[src/rtl/hazard_stall_ctrl_if.sv]
// Sequencing bundle between the hazard controller and the pipeline.
// Ports: ID/EX hazard inputs, imem/md status in; PC/IF/ID/ID-EX controls out.
interface hazard_stall_ctrl_if #(
    parameter int STALL_W = 16
);
    logic [4:0]         id_rs;
    logic [4:0]         id_rt;
    logic               id_uses_rs;
    logic               id_uses_rt;
    logic               id_is_md;
    logic               jump_id;
    logic               ex_memread;
    logic [4:0]         ex_rt;
    logic               branch_taken_ex;
    logic               imem_ready;
    logic               md_done;
    logic               pc_en;
    logic               ifid_en;
    logic               ifid_flush;
    logic               idex_bubble;
    logic               md_start;
    logic               md_err;
    logic [STALL_W-1:0] stall_cnt;

    modport master (
        output id_rs, id_rt, id_uses_rs, id_uses_rt,
        output id_is_md, jump_id, ex_memread, ex_rt,
        output branch_taken_ex, imem_ready, md_done,
        input  pc_en, ifid_en, ifid_flush, idex_bubble,
        input  md_start, md_err, stall_cnt
    );

    modport slave (
        input  id_rs, id_rt, id_uses_rs, id_uses_rt,
        input  id_is_md, jump_id, ex_memread, ex_rt,
        input  branch_taken_ex, imem_ready, md_done,
        output pc_en, ifid_en, ifid_flush, idex_bubble,
        output md_start, md_err, stall_cnt
    );
endinterface

[src/rtl/hazard_stall_ctrl.sv]
// Pipeline sequencing controller: load-use, redirect, imem wait, mult/div.
// Ports: clk, rst (sync, active-high), hif (slave side of the bundle).
module hazard_stall_ctrl #(
    parameter int MD_TIMEOUT = 64,
    parameter int TO_W       = 7,
    parameter int STALL_W    = 16
) (
    input  logic              clk,
    input  logic              rst,
    hazard_stall_ctrl_if.slave hif
);
    typedef enum logic {
        RUN,
        MD_BUSY
    } state_t;

    state_t             state_q;
    state_t             state_d;
    logic [TO_W-1:0]    wd_q;
    logic [TO_W-1:0]    wd_d;
    logic [STALL_W-1:0] cnt_q;
    logic               err_q;
    logic               err_set;
    logic               lu;
    logic               rs_hit;
    logic               rt_hit;
    logic               wd_expire;
    logic               pc_en;
    logic               ifid_en;
    logic               ifid_flush;
    logic               idex_bubble;
    logic               md_start;

    assign rs_hit = hif.id_uses_rs && (hif.id_rs == hif.ex_rt);
    assign rt_hit = hif.id_uses_rt && (hif.id_rt == hif.ex_rt);
    assign lu     = hif.ex_memread && (hif.ex_rt != 5'd0)
                    && (rs_hit || rt_hit);

    assign wd_expire = (wd_q == TO_W'(MD_TIMEOUT - 1));

    always_comb begin
        pc_en       = 1'b1;
        ifid_en     = 1'b1;
        ifid_flush  = 1'b0;
        idex_bubble = 1'b0;
        md_start    = 1'b0;
        err_set     = 1'b0;
        state_d     = state_q;
        wd_d        = wd_q;
        if (rst) begin
            pc_en       = 1'b0;
            ifid_en     = 1'b0;
            ifid_flush  = 1'b1;
            idex_bubble = 1'b1;
            state_d     = RUN;
            wd_d        = '0;
        end else begin
            unique case (state_q)
                RUN: begin
                    if (hif.branch_taken_ex) begin
                        ifid_flush  = 1'b1;
                        idex_bubble = 1'b1;
                    end else if (lu) begin
                        pc_en       = 1'b0;
                        ifid_en     = 1'b0;
                        idex_bubble = 1'b1;
                    end else if (hif.id_is_md) begin
                        md_start    = 1'b1;
                        pc_en       = 1'b0;
                        ifid_en     = 1'b0;
                        idex_bubble = 1'b1;
                        wd_d        = '0;
                        state_d     = MD_BUSY;
                    end else if (hif.jump_id) begin
                        ifid_flush  = 1'b1;
                    end else if (!hif.imem_ready) begin
                        // ID advances; a nop fills IF/ID while PC waits
                        pc_en       = 1'b0;
                        ifid_flush  = 1'b1;
                    end
                end
                MD_BUSY: begin
                    if (hif.md_done || wd_expire) begin
                        // release; the fetch side still waits on imem
                        pc_en      = hif.imem_ready;
                        ifid_flush = !hif.imem_ready;
                        err_set    = !hif.md_done;
                        state_d    = RUN;
                    end else begin
                        pc_en       = 1'b0;
                        ifid_en     = 1'b0;
                        idex_bubble = 1'b1;
                        wd_d        = wd_q + 1'b1;
                    end
                end
                default: state_d = RUN;
            endcase
        end
    end

    always_ff @(posedge clk) begin
        if (rst) begin
            state_q <= RUN;
            wd_q    <= '0;
            cnt_q   <= '0;
            err_q   <= 1'b0;
        end else begin
            state_q <= state_d;
            wd_q    <= wd_d;
            if (!pc_en && (cnt_q != '1)) begin
                cnt_q <= cnt_q + 1'b1;
            end
            if (err_set) begin
                err_q <= 1'b1;
            end
        end
    end

    assign hif.pc_en       = pc_en;
    assign hif.ifid_en     = ifid_en;
    assign hif.ifid_flush  = ifid_flush;
    assign hif.idex_bubble = idex_bubble;
    assign hif.md_start    = md_start;
    assign hif.md_err      = err_q;
    assign hif.stall_cnt   = cnt_q;
endmodule

[src/flat_wrapper.sv]
// flat-port wrapper written by rule: the top's interface ports become plain ports
module hazard_stall_ctrl_flat 
#(
    parameter int MD_TIMEOUT = 64,
    parameter int TO_W       = 7,
    parameter int STALL_W    = 16
)
  (clk, rst, hif_id_rs, hif_id_rt, hif_id_uses_rs, hif_id_uses_rt, hif_id_is_md, hif_jump_id, hif_ex_memread, hif_ex_rt, hif_branch_taken_ex, hif_imem_ready, hif_md_done, hif_pc_en, hif_ifid_en, hif_ifid_flush, hif_idex_bubble, hif_md_start, hif_md_err, hif_stall_cnt);
  hazard_stall_ctrl_if #(.STALL_W(STALL_W)) hif_i ();
  input  logic clk;
  input  logic rst;
  input wire logic [$bits(hif_i.id_rs)-1:0] hif_id_rs;
  input wire logic [$bits(hif_i.id_rt)-1:0] hif_id_rt;
  input wire logic [$bits(hif_i.id_uses_rs)-1:0] hif_id_uses_rs;
  input wire logic [$bits(hif_i.id_uses_rt)-1:0] hif_id_uses_rt;
  input wire logic [$bits(hif_i.id_is_md)-1:0] hif_id_is_md;
  input wire logic [$bits(hif_i.jump_id)-1:0] hif_jump_id;
  input wire logic [$bits(hif_i.ex_memread)-1:0] hif_ex_memread;
  input wire logic [$bits(hif_i.ex_rt)-1:0] hif_ex_rt;
  input wire logic [$bits(hif_i.branch_taken_ex)-1:0] hif_branch_taken_ex;
  input wire logic [$bits(hif_i.imem_ready)-1:0] hif_imem_ready;
  input wire logic [$bits(hif_i.md_done)-1:0] hif_md_done;
  output wire logic [$bits(hif_i.pc_en)-1:0] hif_pc_en;
  output wire logic [$bits(hif_i.ifid_en)-1:0] hif_ifid_en;
  output wire logic [$bits(hif_i.ifid_flush)-1:0] hif_ifid_flush;
  output wire logic [$bits(hif_i.idex_bubble)-1:0] hif_idex_bubble;
  output wire logic [$bits(hif_i.md_start)-1:0] hif_md_start;
  output wire logic [$bits(hif_i.md_err)-1:0] hif_md_err;
  output wire logic [$bits(hif_i.stall_cnt)-1:0] hif_stall_cnt;
  assign hif_i.id_rs = hif_id_rs;
  assign hif_i.id_rt = hif_id_rt;
  assign hif_i.id_uses_rs = hif_id_uses_rs;
  assign hif_i.id_uses_rt = hif_id_uses_rt;
  assign hif_i.id_is_md = hif_id_is_md;
  assign hif_i.jump_id = hif_jump_id;
  assign hif_i.ex_memread = hif_ex_memread;
  assign hif_i.ex_rt = hif_ex_rt;
  assign hif_i.branch_taken_ex = hif_branch_taken_ex;
  assign hif_i.imem_ready = hif_imem_ready;
  assign hif_i.md_done = hif_md_done;
  assign hif_pc_en = hif_i.pc_en;
  assign hif_ifid_en = hif_i.ifid_en;
  assign hif_ifid_flush = hif_i.ifid_flush;
  assign hif_idex_bubble = hif_i.idex_bubble;
  assign hif_md_start = hif_i.md_start;
  assign hif_md_err = hif_i.md_err;
  assign hif_stall_cnt = hif_i.stall_cnt;
  hazard_stall_ctrl #(.MD_TIMEOUT(MD_TIMEOUT), .TO_W(TO_W), .STALL_W(STALL_W)) u_core (.clk(clk), .rst(rst), .hif(hif_i));
endmodule
[config.mk]
export PLATFORM = sky130hd
export DESIGN_NAME = hazard_stall_ctrl_flat
export DESIGN_NICKNAME = d
export VERILOG_FILES = /design/src/rtl/hazard_stall_ctrl_if.sv /design/src/rtl/hazard_stall_ctrl.sv /design/src/flat_wrapper.sv
export SDC_FILE = /design/constraint.sdc
export NUM_CORES = 1
export LEC_CHECK = 0
export BUFFER_PORTS_ARGS = -buffer_cell sky130_fd_sc_hd__buf_2
export CAP_MARGIN = 10
export CORE_ASPECT_RATIO = 0.7
export CORE_UTILIZATION = 41
export CTS_BUF_LIST = sky130_fd_sc_hd__clkbuf_2 sky130_fd_sc_hd__clkbuf_4 sky130_fd_sc_hd__clkbuf_8
export DETAILED_ROUTE_END_ITERATION = 8
export GPL_ROUTABILITY_DRIVEN = 0
export PLACE_DENSITY = 0.76
export SKIP_LAST_GASP = 1
export SLEW_MARGIN = 20
export SYNTH_ARGS = -nofsm -noshare
export SYNTH_HDL_FRONTEND = slang
export SYNTH_SLANG_ARGS = --single-unit
[constraint.sdc]
create_clock -name clk -period 2.7 [get_ports clk]
set_input_delay 0.27 -clock clk [delete_from_list [all_inputs] [get_ports clk]]
set_output_delay 0.27 -clock clk [all_outputs]
set_load 0.02 [all_outputs]
# == Word-level counts from Yosys, hierarchy flattened ==
# Index checks and enable logic that the tools add are counted.
# classes
addsub,2
mux,41
n_eq_ne,8
reduce_logical,12
n_bitwise,1
# ops
op,n
2-to-1 mux 1 bit,31
2-to-1 mux 7 bit,4
adder 16 x 1 -> 16 bit (second input constant),1
inequality test 16 bit (second input constant),1
one-hot mux 7 bit (2 select lines),1
equality test 5 bit,2
one-hot mux 1 bit (2 select lines),5
inequality test 2 bit (second input constant),4
adder 7 x 1 -> 7 bit (second input constant),1
equality test 7 x 6 -> 1 bit (second input constant),1
logical AND 1 bit,5
nonzero test 5 bit,1
AND reduction 4 bit,1
logical NOT 1 bit,3
logical OR 1 bit,2
inverter 1 bit,1
# totals
reg_bits,25

# == Logic depth before layout (Yosys ltp) ==
# Gate-level depths: netlist of the first run.
# logic_depth
word_depth,10
mapped_depth,10
depth_no_buf,8

# == Worst setup path before layout of the first run ==
# No wires, ideal clock.
# synth_timing
path_kind,reg-to-reg
start,register u_core.cnt_q[0] (netlist: u_core.hif.stall_cnt[0])
end,register u_core.cnt_q[8] (netlist: u_core.hif.stall_cnt[8])
path_buffers,1
setup_slack_ns,0.429
path_stages_with_launch,10
t_arrival_ns,2.148
path_cell_list,dfxtp_1 -> ha_1 -> and3_1 -> nand3_1 -> nor2_1 -> nand3_1 -> and3_4 -> buf_6 -> nand3_2 -> mux2_1
# synth_via
elab_chain_cells,2
# synth_rtl
element,line_no,source
start: declaration,hazard_stall_ctrl.sv:21,logic [STALL_W-1:0] cnt_q;
start signal: assignment,hazard_stall_ctrl.sv:111,cnt_q <= cnt_q + 1'b1;
"parallel branches: the longest is 2 deep, another holds adder 16 x 1 -> 16 bit",n/a,
# Several ways; the timed one is not identified.
# A chain may end at the register's enable or synchronous reset.

# == Worst setup path in the final report of the first run ==
# layout_timing
start,register u_core.wd_q[0]
end,output hif_pc_en
# layout_via
elab_chain_cells,5
# layout_rtl
element,line_no,source
start: declaration,hazard_stall_ctrl.sv:19,logic [TO_W-1:0] wd_q;
start signal: assignment,hazard_stall_ctrl.sv:109,wd_q <= wd_d;
equality test 7 x 6 -> 1 bit,hazard_stall_ctrl.sv:39,assign wd_expire = (wd_q == TO_W'(MD_TIMEOUT - 1));
logical OR 1 bit,hazard_stall_ctrl.sv:83,if (hif.md_done || wd_expire) begin
2-to-1 mux 1 bit,hazard_stall_ctrl.sv:83,
one-hot mux 1 bit (2 select lines),hazard_stall_ctrl.sv:58,unique case (state_q)
2-to-1 mux 1 bit,hazard_stall_ctrl.sv:50,if (rst) begin
end: declaration,flat_wrapper.sv:23,output wire logic [$bits(hif_i.pc_en)-1:0] hif_pc_en;
# Every way passes these cells.

==> results of run 1 <==
==> Yosys cell counts (all sizes together), types with 2 or more instances <==
cell type,number
nor2,28
a21oi,10
inv,6
nor2b,5
nand2,17
a31o,2
mux2,5
and3,6
o31ai,3
clkbuf,3
nor4,4
nand3,9
o211ai,2
buf,2
mux2i,2
dfxtp,25
xnor2,15
nand4,3
ha,2
o21ai,4
xor2,2
a21boi,2
or4,5
==> registers in the layout (all words and copies together), names as in the netlist <==
signal and count:
u_core.hif.stall_cnt 16, u_core.wd_q 7, u_core.hif.md_err 1, u_core.state_q 1
==> worst reg2reg max path, delay by kind of cell (launching register included) <==
| family | cells | cell delay, ps |
|---|---|---|
| compound gates | 2 | 590 |
| fa+ha+maj | 1 | 240 |
| flops | 1 | 390 |
| mux | 1 | 330 |
| simple gates | 4 | 730 |
==> final cells by class <==
| cell class | instances | share of cell area |
|---|---|---|
| Multi-Input combinational cell | 142 | 0.518 |
| Sequential cell | 25 | 0.278 |
| Timing Repair Buffer | 47 | 0.132 |
| Tap cell | 47 | 0.0327 |
| Clock buffer | 3 | 0.0229 |
| Inverter | 6 | 0.0125 |
| Clock inverter | 1 | 0.00417 |
==> cell families after synthesis <==
group,synth area share
flip-flops,0.336
adder cells (fa/ha/maj),0.0168
multiplexers,0.0538
XOR/XNOR,0.100
buffers and inverters,0.0378
AO/OA/AOI/OAI,0.143
AND/OR/NAND/NOR,0.313
==> worst max path at each step <==
stage,slack (ps),end,startpoint
after global routing,140,hif_pc_en,u_core.wd_q[0]
after CTS,260,hif_pc_en,u_core.wd_q[0]
after detailed placement,360,u_core.hif.stall_cnt[15],u_core.wd_q[0]
after global placement,480,u_core.hif.stall_cnt[8],u_core.wd_q[0]
after floorplan,430,u_core.hif.stall_cnt[8],u_core.hif.stall_cnt[0]
final,240,hif_pc_en,u_core.wd_q[0]
==> power groups by stage <==
stage	combinational, mW	clock [mW]	sequential (mW)
6_report	0.136	0.233	0.385
5_1_grt	0.147	0.260	0.386
4_1_cts	0.136	0.245	0.384
3_5_place_dp	0.134	0	0.393
3_3_place_gp	0.132	0	0.393
2_1_floorplan	0.0836	0	0.399
==> stage by stage <==
| stage | util | worst slack, ps | cells | total power, mW |
|---|---|---|---|---|
| 5_1_grt | 0.546 | 144 | 271 | 0.792 |
| 6_report | 0.546 | 244 | 271 | 0.754 |
| 3_3_place_gp | 0.531 | 478 | 267 | 0.524 |
| 2_1_floorplan | - | 429 | 178 | 0.482 |
| 3_5_place_dp | 0.531 | 361 | 267 | 0.527 |
| 4_1_cts | 0.546 | 260 | 271 | 0.765 |
==> layout by cell type (no fill, tap or decap), types with 2 or more instances in the layout <==
cell      count
mux2i_1       2
nand2_1      16
o211ai_1      2
nor2b_1       5
nor2_1       27
xnor2_1      15
mux2_1        4
dfxtp_1      25
a31o_1        2
xor2_1        2
nand4_1       3
ha_1          2
nor4_2        2
inv_1         6
clkbuf_8      3
o21ai_0       4
o31ai_1       3
buf_2        46
a21oi_1       9
and3_1        5
nand3_1       6
or4_1         4
nand3_2       3
nor4_1        2
==> metal layers <==
layer / up-vias / share of wire / GRT usage
li1: 726 / - / -
met1: 648 / 0.51 / 0.260
met2: 55 / 0.41 / 0.276
met3: 5 / 0.075 / 0.0538
met4: 0 / 0.013 / 0.0705
met5: - / 0 / 0
==> flow_summary.json, run 1 <==
{
  "netlist_top_cells_area": "dfxtp_1 34%, xnor2_1 8.8%, nor2_1 6.8%",
  "grt_max_degree": 32,
  "setup_viol_count_final": 0,
  "cts.sinks": 25,
  "tightestPinTransition_ps": 547,
  "postSynthCellCount": 178,
  "pwr-share-comb": 0.180,
  "ys_ff_latch": 25,
  "hold_start": "hif_md_done",
  "diodes": 0,
  "clock_path_buffers": 2,
  "drtIter0Drc": 80,
  "seqPwrFrac": 0.510,
  "clkLatencyLatePin_ps": 280,
  "root_buffer": "clkbuf_8",
  "dp_hpwl_um": 2640,
  "wl_per_cell_um": 13.0,
  "yosys.area.top_type_share": 0.336,
  "via_count": 1434,
  "via_per_inst": 5.29,
  "p_leak_nw": 0.758,
  "htreeDepth": 1,
  "hold_depth": 4,
  "worst_setup_path_end_kind": "primary output",
  "grt.total_usage": 0.189,
  "numCtsBuffers": 3,
  "drv_cap": 0,
  "postCtsSetupRepairBufs": 0,
  "peakVddDrop_uv": 226,
  "cp-start-kind": "register",
  "dieArea_sq_um": 3880,
  "routed_wl_um": 3520,
  "crit-reg2reg-launch": "u_core.wd_q[0]",
  "yosysWarnings": 0,
  "rows": 17,
  "postPlaceCellArea_sq_um": 1750,
  "finalInstanceArea_sq_um": 1800,
  "finalCritPeriodShare": 0.910,
  "synth_fp_nets": 205,
  "hold_slack_ps": 322,
  "reg2reg_to": "u_core.hif.stall_cnt[8]",
  "cp.depth": 6,
  "n_fill_cell": 316,
  "rsz0062_at_grt": "false",
  "antenna_found_initial": 0,
  "relSlewSlack": 0.635,
  "min_to": "u_core.hif.md_err",
  "p_switching_uw": 217,
  "finClkSkew_ps": 3.80,
  "syn-cell-area_sq_um": 1490,
  "critPathMaxStageDelay_ps": 580,
  "cts_resized": 0,
  "crit_chain": "ha_1 -> nand3b_1 -> o21ba_1 -> or4_4 -> nand2_1 -> buf_2",
  "first_global_vias": 1215,
  "crit_slowest_cell": "or4_4",
  "start_util": 0.452,
  "port_buffers": 46,
  "rr_worst_depth": 8,
  "p_int_uw": 537,
  "switching_share": 0.288,
  "drive_gt1_frac": 0.290,
  "yosysUniqueCellTypes": 48,
  "ioPinCount": 47,
  "synth_flop_cell": "dfxtp_1",
  "final_antenna_net_count": 0,
  "hold_viol": 0,
  "cp_data_required_time_ps": 2430,
  "multiInputGateArea_sq_um": 932,
  "num-nets-final": 252,
  "pwr-share-clk": 0.310,
  "final-seq-area_sq_um": 500,
  "clock.fmax_mhz": 407,
  "power_density_nw_per_um2": 419,
  "gr-total-overflow": 0,
  "worstSetupPathType": "register to primary output",
  "path_clk_slew_ps": 90,
  "dr.pass1.iters": 4,
  "r2r_slack_ps": 310,
  "worstPathMaxFanout": 9,
  "synth_enable_flop_cells": 0,
  "outcome": "complete, no violations",
  "post-route-min-period_ps": 2460,
  "critical-path-top-delay-family": "simple AND/OR/NAND/NOR gates",
  "core-area_sq_um": 3300,
  "maxSlewViolCount": 0,
  "async_flop_share": 0,
  "holdBufCountCts": 0,
  "drc": 0,
  "synth_seq_area_share": 0.336,
  "hp-class": "input pin to register",
  "syn_area_per_cell_sq_um": 8.36,
  "area_growth_pct": 20.9,
  "grt_pass1_wl_um": 5410,
  "cts_tree": "built",
  "fp.dieW_um": 74.0,
  "die_y_um": 52.4,
  "crit_arrival_ps": 2190,
  "tns_ps": 0,
  "crit_buf_inv": 1,
  "synth_area_leader_cell": "dfxtp_1"
}
(Power assumes the default switching activity.)
==> run 2: changes to the inputs <==
clock period = 2.75 ns   (was 2.7 ns; I/O delays follow)
==> flow_summary.json, run 2 (same netlist as run 1, synthesis figures left out) <==
{
  "relSlewSlack": 0.642,
  "worstPathMaxFanout": 9,
  "fp.dieW_um": 74.0,
  "maxSlewViolCount": 0,
  "worstSetupPathType": "register to primary output",
  "rsz0062_at_grt": "false",
  "n_fill_cell": 323,
  "path_clk_slew_ps": 100,
  "setup_viol_count_final": 0,
  "via_per_inst": 5.19,
  "cp-start-kind": "register",
  "num-nets-final": 252,
  "cp_data_required_time_ps": 2480,
  "start_util": 0.452,
  "finalCritPeriodShare": 0.888,
  "postCtsSetupRepairBufs": 0,
  "finalInstanceArea_sq_um": 1800,
  "cts.sinks": 25,
  "multiInputGateArea_sq_um": 932,
  "reg2reg_to": "u_core.hif.stall_cnt[15]",
  "diodes": 0,
  "hold_viol": 0,
  "via_count": 1407,
  "wl_per_cell_um": 12.5,
  "drtIter0Drc": 78,
  "rr_worst_depth": 8,
  "root_buffer": "clkbuf_8",
  "ioPinCount": 47,
  "crit_arrival_ps": 2170,
  "hp-class": "input pin to register",
  "final_antenna_net_count": 0,
  "area_growth_pct": 21.0,
  "final-seq-area_sq_um": 500,
  "final_common_cell": "buf_2",
  "cts_resized": 0,
  "grt_pass1_wl_um": 5350,
  "most-common-layout-cells": "46 x buf_2, 27 x nor2_1, 25 x dfxtp_1",
  "port_buffers": 46,
  "core-area_sq_um": 3300,
  "drive_gt1_frac": 0.290,
  "dp_hpwl_um": 2650,
  "cts_tree": "built",
  "drv_cap": 0,
  "antenna_found_initial": 0,
  "gr-total-overflow": 0,
  "drc": 0,
  "min_to": "u_core.hif.md_err",
  "grt_max_degree": 32,
  "hold_start": "hif_md_done",
  "die_y_um": 52.4,
  "postPlaceCellArea_sq_um": 1750,
  "finClkSkew_ps": 6.60,
  "clock_path_buffers": 2,
  "rows": 17,
  "post-route-min-period_ps": 2440,
  "routed_wl_um": 3380,
  "worst_setup_path_end_kind": "primary output",
  "dieArea_sq_um": 3880,
  "numCtsBuffers": 3,
  "holdBufCountCts": 0,
  "hold_depth": 4,
  "power_density_nw_per_um2": 414,
  "tns_ps": 0,
  "grt.total_usage": 0.185,
  "tightestPinTransition_ps": 537,
  "r2r_slack_ps": 390,
  "outcome": "complete, no violations",
  "crit-reg2reg-launch": "u_core.wd_q[0]",
  "dr.pass1.iters": 4,
  "clock.fmax_mhz": 410,
  "p_leak_nw": 0.762,
  "clkLatencyLatePin_ps": 280,
  "first_global_vias": 1199,
  "peakVddDrop_uv": 242,
  "htreeDepth": 1,
  "largest_reg_flops": 16
}
==> run 2: cell types whose count changed in the layout (fill, tap and decap cells not counted), sizes merged <==
cell	delta
clkinvlp	-1
inv	+1
==> run 2: where the power goes <==
group | internal (mW) | switching [mW] | total [mW]
clock | 0.107 | 0.132 | 0.239
sequential | 0.369 | 0.00791 | 0.377
combinational | 0.0551 | 0.0756 | 0.131
==> run 2: worst max path at each step <==
| stage | startpoint | end | slack (ps) | cells past startpoint |
|---|---|---|---|---|
| after CTS | u_core.wd_q[0] | hif_pc_en | 300 | 6 |
| after global placement | u_core.wd_q[0] | u_core.hif.stall_cnt[8] | 530 | 7 |
| after detailed placement | u_core.wd_q[0] | u_core.hif.stall_cnt[8] | 420 | 7 |
| after floorplan | u_core.hif.stall_cnt[0] | u_core.hif.stall_cnt[8] | 480 | 9 |
| final | u_core.wd_q[0] | hif_pc_en | 310 | 6 |
| after global routing | u_core.wd_q[0] | hif_pc_en | 150 | 7 |
==> run 2: per-stage QoR <==
stage | hold WS [ps] | util | cells | worst slack (ps) | power [mW]
final | 327 | 0.546 | 271 | 309 | 0.746
after global routing | 351 | 0.546 | 271 | 150 | 0.785
after detailed placement | 433 | 0.531 | 267 | 423 | 0.516
after floorplan | 418 | - | 178 | 479 | 0.473
after CTS | 328 | 0.546 | 271 | 300 | 0.755
after global placement | 433 | 0.531 | 267 | 531 | 0.514
==> run 2: cell type report <==
cell class                 count  area share
clock inverter                 1     0.00486
clock buffer                   3      0.0229
inverter                       6      0.0125
sequential                    25       0.278
multi-input combinational    142       0.517
timing repair buffer          47       0.132
tap                           47      0.0326
==> run 2: critical path, stage by stage, from the launching register on <==
cell and delay, ps:
dfxtp_1 380, ha_1 230, nand3b_1 110, o21ba_1 310, or4_4 570, nand2_1 110
buf_2 170
==> run 2: routing by layer <==
| metal | share of wire | global-route usage | vias up |
|---|---|---|---|
| met4 | 0.0095 | 0.0513 | 0 |
| met1 | 0.52 | 0.263 | 632 |
| met3 | 0.066 | 0.0481 | 5 |
| li1 | - | - | 723 |
| met5 | 0 | 0 | - |
| met2 | 0.41 | 0.273 | 47 |
==> run 3: changes to the inputs <==
PLACE_DENSITY = 0.79   (was 0.76)
clock period = 2.1 ns   (was 2.75 ns; I/O delays follow)
==> flow_summary.json, run 3 (same netlist as run 1, synthesis figures left out) <==
{
  "worst_setup_path_end_kind": "primary output",
  "rsz0062_at_grt": "true",
  "power_density_nw_per_um2": 489,
  "drive_gt1_frac": 0.402,
  "worstSetupPathType": "register to primary output",
  "via_per_inst": 5.29,
  "most-common-layout-cells": "44 x buf_2, 26 x nor2_1, 21 x buf_4, 21 x dfxtp_1",
  "htreeDepth": 1,
  "cp_data_required_time_ps": 1890,
  "ioPinCount": 47,
  "relSlewSlack": 0.734,
  "maxSlewViolCount": 0,
  "dr.pass1.iters": 4,
  "core-area_sq_um": 3300,
  "postPlaceCellArea_sq_um": 1910,
  "antenna_found_initial": 0,
  "path_clk_slew_ps": 90,
  "root_buffer": "clkbuf_8",
  "crit_arrival_ps": 1830,
  "start_util": 0.452,
  "wl_per_cell_um": 13.8,
  "cts.sinks": 25,
  "grt_max_degree": 15,
  "grt.total_usage": 0.215,
  "numCtsBuffers": 3,
  "fin_util": 0.619,
  "first_global_vias": 1419,
  "peakVddDrop_uv": 309,
  "final_common_cell": "buf_2",
  "p_leak_nw": 0.876,
  "largest_reg_flops": 16,
  "tightestPinTransition_ps": 395,
  "clock_path_buffers": 2,
  "diodes": 0,
  "final-seq-area_sq_um": 508,
  "drc": 0,
  "die_y_um": 52.4,
  "dp_hpwl_um": 2930,
  "hold_slack_ps": 266,
  "finClkSkew_ps": 5.10,
  "total_power_uw": 997,
  "grt_pass1_wl_um": 6240,
  "outcome": "complete, no violations",
  "gr-total-overflow": 0,
  "dieArea_sq_um": 3880,
  "setup_viol_count_final": 0,
  "clkLatencyLatePin_ps": 270,
  "via_count": 1538,
  "rows": 17,
  "port_buffers": 46,
  "drv_cap": 0,
  "cp-start-kind": "register",
  "cts_tree": "built",
  "n_fill_cell": 284,
  "tns_ps": 0,
  "routed_wl_um": 4010,
  "hold_viol": 0,
  "finalCritPeriodShare": 0.971,
  "finalInstanceArea_sq_um": 2040,
  "num-nets-final": 272,
  "worstPathMaxFanout": 4,
  "clock.fmax_mhz": 490,
  "final_antenna_net_count": 0,
  "fp.dieW_um": 74.0,
  "drtIter0Drc": 88,
  "post-route-min-period_ps": 2040,
  "hp-class": "input pin to register",
  "multiInputGateArea_sq_um": 1000,
  "area_growth_pct": 37.0
}
[run 3: timing repair]
action                     CTS  global route
hold buffers                 0             0
gates resized for setup      7             9
setup endpoints to repair    2            12
setup buffers                3             0
pin swaps                    2             3
[run 3: worst paths after layout]
path                  start                        to  slack, ps  depth (start not counted)
max          u_core.wd_q[0]                 hif_pc_en         60                          8
min             hif_md_done         u_core.hif.md_err        270                          4
max reg2reg  u_core.wd_q[0]  u_core.hif.stall_cnt[15]        110                          8
min reg2reg  u_core.wd_q[6]            u_core.wd_q[6]        470                          2
[run 3: power breakdown]
part / internal [mW] / switching, mW
clock: 0.133 / 0.158
combinational: 0.0969 / 0.115
sequential: 0.484 / 0.00970
[run 3: critical path: stages (launching register included)]
cell	delay (ps)
dfxtp_4	370
ha_4	130
nand3b_1	100
o21ba_4	240
nor4_4	150
a21bo_1	260
buf_6	120
nand2_4	60
buf_6	110
[run 3: cell type report]
type / instances / share of cell area
Timing Repair Buffer: 67 / 0.196
Multi-Input combinational cell: 142 / 0.492
Tap cell: 47 / 0.0288
Clock buffer: 3 / 0.0202
Sequential cell: 25 / 0.249
Inverter: 6 / 0.0110
Clock inverter: 1 / 0.00245
[run 3: layer usage]
| metal | part of all wire | GRT usage |
|---|---|---|
| met1 | 0.49 | 0.283 |
| met3 | 0.067 | 0.0519 |
| met5 | 0 | 0 |
| met4 | 0.012 | 0.0513 |
| met2 | 0.43 | 0.355 |
[run 3: stage by stage]
stage	std cells	worst slack, ps
after floorplan	178	-66.7
after global placement	285	50.4
after detailed placement	285	22.4
after CTS	291	-24.3
after global routing	291	-68.5
final	291	60.3
